### src/rtl/ls161a_down.sv
// Synchronous presettable down-counter modelled on the 74LS161A, counting down, with borrow out and a sticky underflow flag.
// Optional build macro LS161A_DOWN_AUTO_RELOAD_EN: a decrement from zero reloads the last loaded value.
module ls161a_down #(
  parameter int WIDTH = 4
) (
  input  logic             CLK,
  input  logic             CLR_n,
  input  logic [WIDTH-1:0] D,
  input  logic             LOAD_n,
  input  logic             ENP,
  input  logic             ENT,
  output logic [WIDTH-1:0] Q,
  output logic             BO,
  output logic             UF
);

  typedef enum logic [1:0] {
    ACT_HOLD  = 2'd0,
    ACT_DEC   = 2'd1,
    ACT_LOAD  = 2'd2,
    ACT_CLEAR = 2'd3
  } action_t;

  action_t          action;
  logic             at_zero;
  logic [WIDTH-1:0] wrap_value;
  logic [WIDTH-1:0] q_next;
  logic             uf_next;

  assign at_zero = (Q == '0);

  // Borrow ignores ENP so a cascade stage can ripple its enable forward.
  assign BO = ENT & at_zero;

`ifdef LS161A_DOWN_AUTO_RELOAD_EN
  logic [WIDTH-1:0] reload;

  always_ff @(posedge CLK) begin
    if (!CLR_n) begin
      reload <= '1;
    end else if (!LOAD_n) begin
      reload <= D;
    end
  end

  assign wrap_value = reload;
`else
  assign wrap_value = '1;
`endif

  always_comb begin
    action = ACT_HOLD;
    if (!CLR_n) begin
      action = ACT_CLEAR;
    end else if (!LOAD_n) begin
      action = ACT_LOAD;
    end else if (ENP && ENT) begin
      action = ACT_DEC;
    end
  end

  always_comb begin
    q_next  = Q;
    uf_next = UF;
    case (action)
      ACT_CLEAR: begin
        q_next  = '0;
        uf_next = 1'b0;
      end
      ACT_LOAD: begin
        q_next  = D;
        uf_next = 1'b0;
      end
      ACT_DEC: begin
        if (at_zero) begin
          q_next  = wrap_value;
          uf_next = 1'b1;
        end else begin
          q_next = Q - 1'b1;
        end
      end
      default: begin
        q_next  = Q;
        uf_next = UF;
      end
    endcase
  end

  always_ff @(posedge CLK) begin
    Q  <= q_next;
    UF <= uf_next;
  end

endmodule

### config.mk
export PLATFORM = sky130hd
export DESIGN_NAME = ls161a_down
export DESIGN_NICKNAME = d
export VERILOG_FILES = /design/src/rtl/ls161a_down.sv
export SDC_FILE = /design/constraint.sdc
export NUM_CORES = 1
export LEC_CHECK = 0
export ABC_AREA = 1
export ABC_CLOCK_PERIOD_IN_PS = 1600
export CELL_PAD_IN_SITES_DETAIL_PLACEMENT = 0
export CELL_PAD_IN_SITES_GLOBAL_PLACEMENT = 2
export CORE_UTILIZATION = 19
export DETAILED_ROUTE_END_ITERATION = 8
export PLACE_DENSITY = 0.7
export RECOVER_POWER = 50
export REMOVE_ABC_BUFFERS = 1
export SKIP_LAST_GASP = 1
export SLEW_MARGIN = 20
export SYNTH_ARGS = -nofsm -noshare
export SYNTH_HDL_FRONTEND = slang
export SYNTH_SLANG_ARGS = --single-unit
### constraint.sdc
create_clock -name CLK -period 1.6 [get_ports CLK]
set_clock_uncertainty 0.2 [all_clocks]
set_input_delay 0.48 -clock CLK [delete_from_list [all_inputs] [get_ports CLK]]
set_output_delay 0.48 -clock CLK [all_outputs]
set_load 0.005 [all_outputs]
==> reports/qor.yml <==
max-slew-margin-rel_pct: 83.17
setup_slack_ns: -0.2248
p_clk_share_pct: 30.8
worstPathCellList: "inv_2, ha_4, nand2_4, nor2_1, buf_2"
die_w_um: 42.74
num_rows: 14
path_max_fanout: 2
pwr-share-comb_pct: 35.7
core-area_sq_mm: 0.001524
syn_avg_cell_area_sq_um: 7.883
die-area_sq_mm: 0.001826
synthCells: 40
synth_edf_count: 5
grt_usage_pct: 12.19
grt_pass1_wl_mm: 1.531
dp_hpwl_um: 643.9
fin_tns_setup_ns: -0.2699
worstPathArrival_ns: 1.14
leakagePower_uw: 0.0003194
power_density_mw_per_mm2: 739.6
port_buffers: 14
worstSkewPairLatency_ns: 0.25
grt_max_degree: 5
cp-end-kind: "output pin"
worst_pin_slew_ns: 0.2522
place.gp.congestion: 0.7109
detail-route-antenna-nets: 0
clock-root-buffer: "clkbuf_4"
vias_per_cell: 4.100
violations: "negative setup slack"
synth-seq-cells: 5
max-vdd-ir-drop_uv: 244.2
rsz0062_at_grt: "yes"
drv_cap: 0
grt_pass1_vias: 365
crit_path_top_delay_cell: "edfxtp_1"
drtIter0Drc: 3
synth_cell_types: 11
swShare_pct: 27.00
ys_async_sr_fraction_pct: 0
cts_inserted_buffers: 3
seqPwrFrac_pct: 33.5
p_int_uw: 356.0
drive_above_1_share_pct: 48.65
routedWlPerCell_um: 9.467
cts_tree: "done"
outcome: "finished with violations"
antenna_found_initial: 0
yosysTopAreaCell: "edfxtp_1"
synth_common_cells: "nand2_1 (10), inv_1 (7), nand3_1 (6), edfxtp_1 (5), nor2_1 (5)"
synth_ff_type: "edfxtp_1"
slew_violations: 0
cts_sinks: 5
cp.required_ns: 0.92
power_switching_uw: 131.7
syn_to_final_growth_pct: 109.1
drt_first_pass_iters: 2
path_clk_slew_ns: 0.05
max_freq_mhz: 548.0
die-height_um: 42.74
layout.nets: 85
slowest_delay_ns: 0.40
ios: 15
synth_area_leaders: "edfxtp_1 (48%), nand2_1 (12%), nand3_1 (9.5%), inv_1 (8.3%), nor2_1 (6.0%)"
overflow: 0
crit_path_start_kind: "register"
fillers: 167
setup.worst_path.class: "reg -> out"
antenna_cells: 0
min_period_ns: 1.825
drcViolationCount: 0
finish.utilization_pct: 43.27
hold_viol_final: 0
yosys_warnings: 0
htreeDepth: 1
seq_area_frac_synth_pct: 47.62
setup_viol: 2
post-synth-top-count-cell: "nand2_1"
max-clock-path-buffers: 2
syn_area_sq_um: 315.3
drt_wl_total_um: 852
dr_total_vias: 369
synth_top_area_share_pct: 47.62
min_path_type: "reg -> reg"
min_period_over_period_pct: 114.0
start_util_pct: 20.69
## worst max-delay path: cells and delay by family (launching register included)
family	cells	cell delay [ns]
adders and majority gates	1	0.15
DFF	1	0.40
buffers and inverters	2	0.21
and+or+nand+nor	2	0.12
## per-stage QoR
step / cell area (sq um) / instances / hold slack [ns] / worst slack, ns / power [uW]
2_1_floorplan: 315.3 / 40 / 0.4625 / 0.03257 / 209.2
3_3_place_gp: 550.5 / 80 / 0.5598 / -0.6540 / 295.0
3_5_place_dp: 550.5 / 80 / 0.5512 / -0.6676 / 294.2
4_1_cts: 650.6 / 91 / 0.5870 / -0.2112 / 483.3
5_1_grt: 659.4 / 90 / 0.6200 / -0.3091 / 532.7
6_report: 659.4 / 90 / 0.5853 / -0.2248 / 487.7
## layer usage
layer	track usage, %	vias to the layer above	part of all wire (%)
met4	13.13	0	2.5
met1	14.59	160	48
met2	16.97	10	47
li1	-	197	-
met5	0	-	0
met3	2.553	2	2.3
## cells by family (layout without fill, tap and decap cells)
group	count (synthesis)	after routing	share of synthesized area (%)
compound gates	4	4	7.142
fa+ha+maj	1	1	3.968
buf+inv	7	41	8.335
flops	5	5	47.62
simple gates	23	23	32.94
## flip-flops by register name (all words and copies together), names as in the netlist
name	count
UF	1
Q	4
## cell type report
cell class / count / area (sq um) / area share (%)
inverter: 7 / 26.28 / 3.985
multi-input combinational: 28 / 176.4 / 26.76
timing repair buffer: 30 / 260.3 / 39.47
sequential: 5 / 150.1 / 22.77
tap: 16 / 20.02 / 3.036
clock buffer: 4 / 26.28 / 3.985
## path summary, 6_finish.rpt
path              depth (start not counted)  startpoint  slack (ns)    to
setup / recovery                          5        Q[0]       -0.22    BO
hold / removal                            4        Q[0]        0.59  Q[0]
setup reg to reg                          5        Q[0]        0.09    UF
hold reg to reg                           4        Q[0]        0.59  Q[0]
## power by group through the flow
stage | registers (uW) | clock network [uW] | logic, uW
floorplan | 169 | 0 | 40.7
finish | 163 | 150 | 174
CTS | 163 | 159 | 161
detailed placement | 165 | 0 | 130
global placement | 164 | 0 | 131
global route | 164 | 175 | 194
## what timing repair did
action,in CTS,in global routing
gates cloned,0,0
pin swaps,2,5
endpoints found under the setup margin,6,9
buffers inserted,7,3
hold buffers,0,0
resized for setup,31,12
## layout by cell type, fill, tap and decap left out
cell and count:
a21oi_2 1, buf_2 1, buf_4 14, buf_6 5, clkbuf_1 1, clkbuf_2 1
clkbuf_4 3, clkdlybuf4s15_1 1, clkdlybuf4s50_1 7, dlygate4sd2_1 1, edfxtp_1 5, ha_4 1
inv_1 4, inv_2 3, nand2_1 10, nand2_4 1, nand3_1 5, nand3_2 1
nor2_1 2, nor2_2 3, nor2_4 1, o21ai_0 1, o21ai_2 1, o31ai_1 1
(Power assumes the default switching activity.)
